[config.mk]
export PLATFORM = sky130hd
export DESIGN_NAME = ternary_dot_engine
export DESIGN_NICKNAME = d
export VERILOG_FILES = /design/src/rtl/ternary_pkg.sv /design/src/rtl/ternary_channel_mac.sv /design/src/rtl/ternary_dot_engine.sv
export SDC_FILE = /design/constraint.sdc
export NUM_CORES = 1
export LEC_CHECK = 0
export BUFFER_PORTS_ARGS = -buffer_cell sky130_fd_sc_hd__buf_2
export CAP_MARGIN = 20
export CORE_MARGIN = 2
export CORE_UTILIZATION = 54
export CTS_BUF_LIST = sky130_fd_sc_hd__clkbuf_8 sky130_fd_sc_hd__clkbuf_16
export CTS_CLUSTER_SIZE = 25
export DETAILED_ROUTE_END_ITERATION = 8
export GPL_TIMING_DRIVEN = 0
export PLACE_DENSITY = 0.72
export SETUP_SLACK_MARGIN = 0.2
export SYNTH_ARGS = -nofsm -noshare
export SYNTH_HDL_FRONTEND = slang
export SYNTH_HIERARCHICAL = 1
export SYNTH_SLANG_ARGS = --single-unit
[constraint.sdc]
create_clock -name clk -period 4.8 [get_ports clk]
set_input_delay 0.96 -clock clk [delete_from_list [all_inputs] [get_ports clk]]
set_output_delay 0.96 -clock clk [all_outputs]
set_load 0.005 [all_outputs]
[src/rtl/ternary_pkg.sv]
// ternary_pkg: ternary weight codes, engine state encoding and width helpers.
package ternary_pkg;

   localparam logic [1:0] T_ZERO = 2'b00;
   localparam logic [1:0] T_POS  = 2'b01;
   localparam logic [1:0] T_NEG  = 2'b11;
   localparam logic [1:0] T_RSVD = 2'b10;

   typedef enum logic [0:0] {
      ST_ACCUM = 1'b0,
      ST_DRAIN = 1'b1
   } state_t;

   // Signed weight value of a 2-bit code; the reserved code reads as zero.
   function automatic logic signed [1:0] decode_wgt(input logic [1:0] code);
      case (code)
         T_POS:          return 2'sb01;
         T_NEG:          return 2'sb11;
         T_ZERO, T_RSVD: return 2'sb00;
         default:        return 2'sb00;
      endcase
   endfunction

   // Width that holds the sum of `lanes` signed act_w-bit values of either sign.
   function automatic int unsigned beat_sum_w(input int unsigned act_w, input int unsigned lanes);
      return act_w + $clog2(lanes) + 1;
   endfunction

endpackage

[src/rtl/ternary_channel_mac.sv]
// ternary_channel_mac: one output neuron -- ternary lane sum plus a sticky
// accumulator that either clamps or wraps when it leaves the ACC_W range.
module ternary_channel_mac
   import ternary_pkg::*;
#(
   parameter int LANES    = 4,
   parameter int ACT_W    = 8,
   parameter int ACC_W    = 16,
   parameter bit SATURATE = 1'b1
) (
   input  logic                    clk,
   input  logic                    rst_n,
   input  logic                    beat,
   input  logic                    clear,
   input  logic [LANES*ACT_W-1:0]  act,
   input  logic [LANES*2-1:0]      wgt,
   output logic signed [ACC_W-1:0] acc,
   output logic                    ovf,
   output logic signed [ACC_W-1:0] acc_next,
   output logic                    ovf_next
);

   localparam int unsigned SUM_W = beat_sum_w(ACT_W, LANES);
   localparam logic signed [ACC_W-1:0] ACC_MAX = {1'b0, {(ACC_W-1){1'b1}}};
   localparam logic signed [ACC_W-1:0] ACC_MIN = {1'b1, {(ACC_W-1){1'b0}}};

   logic [ACT_W-1:0]        lane_raw;
   logic signed [SUM_W-1:0] lane_val;
   logic signed [SUM_W-1:0] beat_sum;
   logic signed [ACC_W:0]   wide_sum;
   logic                    over;

   // Ternary lane sum: each lane adds its activation, subtracts it, or skips it
   always_comb begin
      beat_sum = '0;
      lane_raw = '0;
      lane_val = '0;
      for (int unsigned l = 0; l < LANES; l++) begin
         lane_raw = act[l*ACT_W +: ACT_W];
         lane_val = {{(SUM_W-ACT_W){lane_raw[ACT_W-1]}}, lane_raw};
         case (decode_wgt(wgt[l*2 +: 2]))
            2'sb01:  beat_sum = beat_sum + lane_val;
            2'sb11:  beat_sum = beat_sum - lane_val;
            default: ;
         endcase
      end
   end

   // One extra bit on the add makes overflow visible as a top-two-bit disagreement
   always_comb begin
      wide_sum = {acc[ACC_W-1], acc} + {{(ACC_W+1-SUM_W){beat_sum[SUM_W-1]}}, beat_sum};
      over     = wide_sum[ACC_W] ^ wide_sum[ACC_W-1];
      acc_next = wide_sum[ACC_W-1:0];
      if (over && SATURATE) begin
         acc_next = wide_sum[ACC_W] ? ACC_MIN : ACC_MAX;
      end
      ovf_next = ovf | over;
   end

   // Accumulator and sticky overflow: zeroed when the frame drains, updated per accepted beat
   always_ff @(posedge clk or negedge rst_n) begin
      if (!rst_n) begin
         acc <= '0;
         ovf <= 1'b0;
      end else if (clear) begin
         acc <= '0;
         ovf <= 1'b0;
      end else if (beat) begin
         acc <= acc_next;
         ovf <= ovf_next;
      end
   end

endmodule

[src/rtl/ternary_dot_engine.sv]
// ternary_dot_engine: CHANNELS parallel ternary dot products over a shared
// activation stream, results serialised one channel per output handshake.
module ternary_dot_engine
   import ternary_pkg::*;
#(
   parameter int LANES    = 4,
   parameter int ACT_W    = 8,
   parameter int CHANNELS = 4,
   parameter int ACC_W    = 16,
   parameter bit SATURATE = 1'b1,
   localparam int CHAN_W  = (CHANNELS > 1) ? $clog2(CHANNELS) : 1
) (
   input  logic                          clk,
   input  logic                          rst_n,
   input  logic                          ena,
   input  logic                          in_valid,
   output logic                          in_ready,
   input  logic                          in_last,
   input  logic [LANES*ACT_W-1:0]        in_act,
   input  logic [CHANNELS*LANES*2-1:0]   in_wgt,
   output logic                          out_valid,
   input  logic                          out_ready,
   output logic signed [ACC_W-1:0]       out_data,
   output logic [CHAN_W-1:0]             out_chan,
   output logic                          out_ovf
);

   localparam logic [CHAN_W-1:0] LAST_CHAN = CHAN_W'(CHANNELS - 1);

   state_t                  state;
   logic                    beat;
   logic                    out_fire;
   logic                    clear;
   logic [CHAN_W-1:0]       chan_inc;
   logic [CHAN_W-1:0]       sel_idx;
   logic signed [ACC_W-1:0] nxt_data;
   logic                    nxt_ovf;
   logic signed [ACC_W-1:0] acc_q [CHANNELS];
   logic signed [ACC_W-1:0] acc_d [CHANNELS];
   logic [CHANNELS-1:0]     ovf_q;
   logic [CHANNELS-1:0]     ovf_d;

   assign in_ready  = rst_n & ena & (state == ST_ACCUM);
   assign out_valid = (state == ST_DRAIN);
   assign beat      = in_valid & in_ready;
   assign out_fire  = ena & out_valid & out_ready;
   assign clear     = out_fire & (out_chan == LAST_CHAN);
   assign chan_inc  = out_chan + CHAN_W'(1);
   assign sel_idx   = (state == ST_DRAIN) ? chan_inc : '0;

   for (genvar c = 0; c < CHANNELS; c++) begin : g_chan
      ternary_channel_mac #(
         .LANES    (LANES),
         .ACT_W    (ACT_W),
         .ACC_W    (ACC_W),
         .SATURATE (SATURATE)
      ) u_mac (
         .clk      (clk),
         .rst_n    (rst_n),
         .beat     (beat),
         .clear    (clear),
         .act      (in_act),
         .wgt      (in_wgt[c*LANES*2 +: LANES*2]),
         .acc      (acc_q[c]),
         .ovf      (ovf_q[c]),
         .acc_next (acc_d[c]),
         .ovf_next (ovf_d[c])
      );
   end

   // Next value to present: channel 0's post-beat sum when a frame closes,
   // otherwise the settled result of the channel after the one on the bus
   always_comb begin
      nxt_data = '0;
      nxt_ovf  = 1'b0;
      for (int unsigned c = 0; c < CHANNELS; c++) begin
         if (CHAN_W'(c) == sel_idx) begin
            nxt_data = (state == ST_ACCUM) ? acc_d[c] : acc_q[c];
            nxt_ovf  = (state == ST_ACCUM) ? ovf_d[c] : ovf_q[c];
         end
      end
   end

   // Frame FSM with registered result bus; nothing moves while ena is low
   always_ff @(posedge clk or negedge rst_n) begin
      if (!rst_n) begin
         state    <= ST_ACCUM;
         out_chan <= '0;
         out_data <= '0;
         out_ovf  <= 1'b0;
      end else begin
         case (state)
            ST_ACCUM: begin
               if (beat && in_last) begin
                  state    <= ST_DRAIN;
                  out_chan <= '0;
                  out_data <= nxt_data;
                  out_ovf  <= nxt_ovf;
               end
            end
            ST_DRAIN: begin
               if (out_fire) begin
                  if (out_chan == LAST_CHAN) begin
                     state    <= ST_ACCUM;
                     out_chan <= '0;
                  end else begin
                     out_chan <= chan_inc;
                     out_data <= nxt_data;
                     out_ovf  <= nxt_ovf;
                  end
               end
            end
            default: state <= ST_ACCUM;
         endcase
      end
   end

endmodule

### After elaboration in Yosys (flattened, before gate mapping)

Cells that the tools add are included.

| storage, ports and cells | value |
|---|---|
| output and inout port bits | 21 |
| register bits after elaboration | 88 |

| operators by class | value |
|---|---|
| add/sub/neg operators | 30 |
| reductions and logical operators | 37 |
| muxes and demuxes | 89 |
| bitwise logic cells | 15 |
| equal/unequal tests | 87 |

Operator list:

| operator | number |
|---|---|
| 16-bit 2-to-1 mux | 27 |
| 11-bit case mux with 2 select lines | 16 |
| 11-bit by 8-bit adder with 11-bit output | 12 |
| 11-bit by 8-bit subtractor with 11-bit output | 12 |
| 2-bit == test, second input constant | 49 |
| 2-bit case mux with 3 select lines | 16 |
| 16-bit by 11-bit adder with 17-bit output | 4 |
| 2-bit by 1-bit == test with 1-bit output, second input constant | 32 |
| 2-bit zero test | 17 |
| 16-bit case mux with 2 select lines | 1 |
| 2-bit OR reduction | 16 |
| 1-bit 2-to-1 mux | 22 |
| 1-bit by 8-bit subtractor with 9-bit output, first input constant | 1 |
| 2-bit 2-to-1 mux | 4 |
| 1-bit AND | 6 |
| 2-bit == test, first input constant | 2 |
| 2-bit by 1-bit != test with 1-bit output, second input constant | 2 |
| 1-bit OR | 4 |
| 1-bit case mux with 2 select lines | 2 |
| 2-bit case mux with 2 select lines | 1 |
| 1-bit bitwise XOR | 4 |
| 3-bit AND reduction | 1 |
| 2-bit by 1-bit adder with 2-bit output, second input constant | 1 |
| 1-bit by 2-bit == test with 1-bit output, first input constant | 1 |
| other kinds (5) | 5 |

### Logic depth before layout (Yosys ltp)

Gate-level depths: netlist of the first run.

| logic depth | value |
|---|---|
| depth in word-level cells | 22 |
| depth in mapped cells | 44 |

### By module

The synthesis of the first run kept the hierarchy.

By module, submodules not included:

| module | cells an instance | instances | sequential area each (um^2) | area an instance (um^2) |
|---|---|---|---|---|
| ternary_channel_mac (g_chan[1].u_mac ...) | 525 | 2 | 425.4 | 3968.8 |
| ternary_channel_mac (g_chan[3].u_mac) | 580 | 1 | 425.4 | 4195.3 |
| ternary_channel_mac (g_chan[0].u_mac) | 562 | 1 | 425.4 | 4110.2 |
| ternary_dot_engine | 144 | 1 | 500.5 | 1532.7 |

### Worst setup path after synthesis of the first run

Ideal clock, no wire load.

| timing path | value |
|---|---|
| path kind | input port to flip-flop |
| start point | input in_wgt[2] |
| end point | register out_data[1] |
| stages on the path | 38 |
| buffers on the path | 3 |
| setup time | 125 ps |
| data required time | 4675 ps |
| arrival time | 8569 ps |
| setup slack | -3894 ps |
| path through | buf_1 -> and2_1 -> clkbuf_1 -> mux2i_1 -> fa_1 -> a21o_1 -> a21oi_1 -> xnor2_1 -> nor2_1 -> a21oi_1 -> inv_1 -> ha_1 -> inv_1 -> o21bai_1 -> a21oi_1 -> and4b_1 -> a2111oi_0 -> xor2_1 -> [2 not listed] -> o21a_1 -> nor2_1 -> or3_1 -> a21boi_1 -> xnor2_1 -> ha_1 -> nand2_1 -> nor2_1 -> a221o_1 -> a2111oi_2 -> nor3b_1 -> nor2_4 -> nand2_2 -> buf_2 -> o21ai_1 -> o22ai_1 -> a31oi_1 -> mux2_2 |

RTL lines:

| element | RTL line | text |
|---|---|---|
| start: declaration | ternary_dot_engine.sv:20 | `input logic [CHANNELS*LANES*2-1:0] in_wgt,` |
| end signal: assignment | ternary_dot_engine.sv:97 | `out_data <= nxt_data;` |
| end signal: assignment | ternary_dot_engine.sv:108 | `out_data <= nxt_data;` |
| end: declaration | ternary_dot_engine.sv:23 | `output logic signed [ACC_W-1:0] out_data,` |

==> results.py, run 1 <==
metrics = {
    "yosys": {
        "syn_nets": 2572,
        "netlist_instances": 2277,
        "syn_area_um2": 17500,
        "synth.avg_cell_area_um2": 7.71,
        "synth_warnings": 6,
    },
    "flow_run": {
        "maxCapViolCount": 0,
    },
    "grt": {
        "antenna_found_initial": 1,
        "overflow": 0,
        "grt_pass1_wl_um": 86700,
        "grt_pass1_vias": 17562,
        "globalRouteTotalUtil_pct": 31.1,
        "grt_max_degree": 47,
    },
    "run_status": {
        "status": "finished with violations",
        "violations": "negative setup slack",
    },
    "routing": {
        "drt_iter0_markers": 1644,
        "wl_per_cell_um": 19.4,
        "drtAntennaViolNets": 0,
        "num_vias": 18752,
        "remaining_drc_errors": 0,
        "drtPass1Iterations": 6,
        "wl_um": 58100,
        "via_per_inst": 6.27,
    },
    "timing": {
        "min_period_over_period_pct": 169,
        "fin_tns_setup_ns": -250.79,
        "slew_viol_final": 0,
        "finClkSkew_ns": 0.0125,
        "final_hold_viol_count": 0,
        "setup_viol": 85,
        "timing.final.crit_period_ns": 8.12,
        "relSlewSlack_pct": 28.6,
        "layout_setup_ws_ns": -3.32,
        "fmax_mhz": 123,
        "grt_setup_unrepaired": "true",
        "tightest_slew_ns": 1.04,
    },
    "power": {
        "p_leak_nw": 10.2,
        "power_density_nw_per_um2": 721,
        "vdd_drop_max_mv": 0.583,
    },
    "clocking": {
        "clk_pin_slew_ns": 0.07,
        "cts_inserted_buffers": 9,
        "cts_tree": "yes",
        "root_buffer": "clkbuf_16",
        "clockBufferDepth": 2,
        "clk_latency_ns": 0.36,
        "clock_sinks": 88,
        "h-tree-depth": 3,
    },
    "worst_setup_path": {
        "critical_path.slowest_cell": "a2111o_1",
        "worst-setup-path-type": "input port to flop",
        "critPathArrivalTime_ns": 8.35,
        "crit_path_max_incr_delay_ns": 0.46,
        "crit_fanout": 8,
        "worst_ep_required_time_ns": 5.04,
        "path_buf_inv": 8,
        "critPathTopFamily": "compound AO/OA/AOI/OAI gates",
        "worstSetupEndpointType": "flop",
        "critPathLaunchType": "input port",
    },
    "die": {
        "initial_utilization_pct": 54.3,
        "chipHeight_um": 184,
        "dieArea_um2": 34000,
        "core_area_um2": 32300,
        "die_w_um": 184,
        "rows": 66,
        "boundaryPins": 91,
    },
    "final_layout": {
        "seqCellArea_um2": 2200,
        "multi_input_area_um2": 17400,
        "final_cells": 2989,
        "layout_common_cells": "nor2_1, xnor2_1, a21oi_1",
        "nets": 2835,
        "n_fill_cell": 2257,
        "final_common_cell": "nor2_1",
        "final_layout_size_suffix_gt1_share_pct": 32.7,
        "syn_to_final_growth_pct": 34.3,
        "fin_area_um2": 23600,
    },
    "placed_design": {
        "gp_congestion": 0.945,
        "hpwl_um": 40200,
        "placed_area_um2": 19600,
        "dp.cells": 2804,
        "io_buffers": 83,
    },
    "hold_path": {
        "worstHoldPathType": "flop to flop",
    },
}
## state kept, by name, indices dropped and copies added (netlist names)
register          flops
out_valid             1
out_data             16
g_chan.u_mac/acc     64
g_chan.u_mac/ovf      4
out_chan              2
out_ovf               1
## layout make-up
type	instances	share of cell area, %
Antenna cell	2	0.0212
Buffer	76	2.20
Clock buffer	10	1.01
Clock inverter	6	0.212
Inverter	144	2.39
Multi-Input combinational cell	1969	73.9
Sequential cell	88	9.34
Tap cell	442	2.35
Timing Repair Buffer	252	8.54
## per-stage QoR
stage	hold WS (ns)	setup slack [ns]	utilization [%]	power [mW]
2_1_floorplan	0.476	-2.92	-	9.68
3_3_place_gp	0.490	-4.21	60.5	11.5
3_5_place_dp	0.492	-4.37	60.6	11.8
4_1_cts	0.512	-3.23	67.5	14.6
5_1_grt	0.525	-3.55	73.0	18.0
6_report	0.509	-3.32	73.0	17.0
## where the power goes
group          switching, mW  total (mW)  internal [mW]
Clock                  0.329       0.701          0.372
Combinational           7.79        14.9           7.12
Sequential             0.346        1.38           1.03
Total                   8.46        17.0           8.52
## final timing paths
kind | cells past startpoint | to | start | slack [ns]
min in group asynchronous | 1 | g_chan[2].u_mac/acc[11] | rst_n | 0.61
max | 40 | out_data[6] | in_wgt[2] | -3.32
min reg2reg | 1 | out_data[7] | out_data[7] | 0.51
min | 1 | out_data[7] | out_data[7] | 0.51
max in group asynchronous | 2 | g_chan[1].u_mac/acc[11] | rst_n | 3.54
max reg2reg | 17 | out_data[6] | g_chan[0].u_mac/acc[1] | 0.87
## layer usage
layer / vias up / part of all wire, % / track usage [%]
met5: - / 0 / 0
met4: 0 / 4.1 / 12.0
met3: 198 / 5.6 / 2.71
met2: 801 / 47 / 52.7
met1: 8976 / 43 / 41.2
li1: 8777 / - / -
## what timing repair did
item / CTS / global route
pin swaps: 122 / 158
gates cloned: 4 / 1
setup endpoints to repair: 85 / 85
resized for setup: 216 / 234
hold buffers: 0 / 0
setup buffers: 93 / 69
hold endpoints to repair: 0 / 0
(Power assumes the default switching activity.)
==> run 2: changes to the inputs <==
- CTS_CLUSTER_SIZE: 25 -> default
- SYNTH_HIERARCHICAL: 1 -> default
==> results.py, run 2 <==
metrics = {
    "run_status": {
        "status": "finished with violations",
        "violations": "negative setup slack",
    },
    "routing": {
        "remaining_drc_errors": 0,
        "wl_um": 57400,
        "drtAntennaViolNets": 0,
        "drt_iter0_markers": 1481,
        "via_per_inst": 6.35,
        "wl_per_cell_um": 21.4,
        "num_vias": 17050,
        "drtPass1Iterations": 5,
    },
    "clocking": {
        "clk_pin_slew_ns": 0.07,
        "root_buffer": "clkbuf_16",
        "h-tree-depth": 3,
        "cts_inserted_buffers": 9,
        "clk_latency_ns": 0.35,
        "clockBufferDepth": 2,
        "clock_sinks": 88,
        "cts_tree": "yes",
    },
    "placed_design": {
        "io_buffers": 59,
        "dp_slack_ns": -4.97,
        "hpwl_um": 40100,
        "gp_congestion": 0.966,
    },
    "yosys": {
        "synth_common_cells": "a21oi_1, ha_1, nand2_1",
        "async_flop_share_pct": 100,
        "syn_area_um2": 15900,
        "synth_warnings": 0,
        "ys_seq_area_share_pct": 13.8,
        "synth_top_area_share_pct": 15.0,
        "synth_area_leaders": "ha_1, dfrtp_1, xnor2_1",
        "yosysMostFrequentCell": "a21oi_1",
        "syn_nets": 2327,
        "synth_ff_type": "dfrtp_1",
        "netlist_instances": 2050,
        "synth-seq-cells": 88,
        "yosys.area.top_type": "ha_1",
        "synth.avg_cell_area_um2": 7.78,
        "synth_edf_count": 0,
        "synth_cell_type_count": 90,
    },
    "final_layout": {
        "largest_reg_flops": 64,
        "seqCellArea_um2": 2200,
        "diodes": 0,
        "multi_input_area_um2": 15200,
        "syn_to_final_growth_pct": 32.5,
        "final_layout_size_suffix_gt1_share_pct": 30.1,
        "nets": 2571,
        "layout_common_cells": "nand2_1, a21oi_1, xnor2_1, ha_1, buf_4",
        "final_common_cell": "nand2_1",
        "final_core_util_pct": 73.2,
        "n_fill_cell": 2133,
        "regMostFlops": "g_chan.u_mac.acc",
        "top_regs": "g_chan.u_mac.acc (64), out_data (16), g_chan.u_mac.ovf (4)",
    },
    "worst_setup_path": {
        "worstSetupEndpointType": "flop",
        "critPathLaunchType": "input port",
        "worst-setup-path-type": "input port to flop",
        "worst_ep_required_time_ns": 5.01,
        "critPathArrivalTime_ns": 8.28,
        "crit_fanout": 7,
        "crit_path_max_incr_delay_ns": 0.57,
        "critical_path.slowest_cell": "or4_4",
    },
    "timing": {
        "timing.final.crit_period_ns": 8.08,
        "final_hold_viol_count": 0,
        "min_period_over_period_pct": 168,
        "tightest_slew_ns": 1.05,
        "relSlewSlack_pct": 29.5,
        "fin_tns_setup_ns": -256.07,
        "grt_setup_unrepaired": "true",
        "fmax_mhz": 124,
        "setup_viol": 85,
        "slew_viol_final": 0,
        "finClkSkew_ns": 0.0111,
        "layout_setup_ws_ns": -3.28,
    },
    "power": {
        "p_int_mw": 8.13,
        "p_sw_share_pct": 50.0,
        "p_seq_share_pct": 9.5,
        "power_mw": 16.3,
        "pwr-share-clk_pct": 4.8,
        "switchingPower_mw": 8.13,
        "vdd_drop_max_mv": 1.05,
        "power_density_nw_per_um2": 770,
        "p_leak_nw": 9.33,
        "pwr-share-comb_pct": 85.8,
    },
    "die": {
        "dieArea_um2": 30900,
        "chipHeight_um": 176,
        "boundaryPins": 91,
        "die_w_um": 176,
        "core_area_um2": 28900,
        "initial_utilization_pct": 55.2,
        "rows": 62,
    },
    "grt": {
        "antenna_found_initial": 0,
        "grt_pass1_vias": 16289,
        "overflow": 0,
        "globalRouteTotalUtil_pct": 34.2,
        "grt_max_degree": 55,
        "grt_pass1_wl_um": 84600,
    },
    "flow_run": {
        "maxCapViolCount": 0,
    },
    "hold_path": {
        "worstHoldPathType": "flop to flop",
    },
}
run 2: logic make-up (layout without fill, tap and decap cells):
family	after synthesis	in the layout	share of synthesized area (%)
muxes	90	90	7.35
adders and majority gates	218	218	17.7
and+or+nand+nor	587	587	18.3
AOI/OAI and AO/OA	630	630	25.0
DFF	88	88	13.8
buffers and inverters	214	462	5.31
xor gates and xnor gates	223	224	12.5
run 2: power by group through the flow:
stage,combinational [mW],clock [mW],sequential (mW)
detailed placement,9.36,0,1.51
floorplan,7.50,0,1.32
finish,13.9,0.777,1.54
global route,14.9,0.805,1.55
global placement,9.10,0,1.50
CTS,11.5,0.769,1.51
run 2: repair_timing:
item                                    CTS  global route
gates cloned                              7             0
hold buffers                              0             0
gates resized for setup                 256           252
pin swaps                               113           133
setup buffers                            89            77
endpoints found under the setup margin   85            85
run 2: worst max-delay path: cells and delay by family:
kind | cells | cell delay, ns
AND/OR/NAND/NOR | 9 | 2.32
adder cells (fa/ha/maj) | 4 | 1.08
XOR/XNOR | 6 | 1.16
AO/OA/AOI/OAI | 12 | 1.98
buffers and inverters | 4 | 0.75
run 2: metrics by stage:
step	instance area [um2]	hold slack (ns)	instances
3_5_place_dp	17300	0.471	2494
6_report	21100	0.510	2683
4_1_cts	19600	0.483	2606
3_3_place_gp	17300	0.460	2493
5_1_grt	21100	0.542	2683
2_1_floorplan	16500	0.445	2050
run 2: area by class of cell:
type,count,share of cell area (%)
Buffer,83,2.42
Inverter,131,2.44
Sequential cell,88,10.4
Clock buffer,9,1.07
Tap cell,384,2.28
Timing Repair Buffer,232,8.92
Multi-Input combinational cell,1749,72.0
Clock inverter,7,0.462
run 2: routing by layer:
metal,track usage [%],vias up,wire length [um]
met3,2.66,239,3240
met1,41.7,8118,22700
met5,0,-,0
li1,-,7884,-
met2,59.3,809,27600
met4,20.2,0,3930
run 2: worst paths after layout:
check | startpoint | depth (start not counted) | endpoint | slack, ns
setup / recovery | in_act[11] | 35 | g_chan[0].u_mac.ovf | -3.28
hold / removal | g_chan[2].u_mac.ovf | 2 | g_chan[2].u_mac.ovf | 0.51
setup reg to reg | g_chan[1].u_mac.acc[0] | 14 | g_chan[1].u_mac.acc[4] | 1.11
hold reg to reg | g_chan[2].u_mac.ovf | 2 | g_chan[2].u_mac.ovf | 0.51
max in group asynchronous | rst_n | 2 | g_chan[2].u_mac.acc[6] | 3.55
min in group asynchronous | rst_n | 1 | g_chan[3].u_mac.acc[14] | 0.58
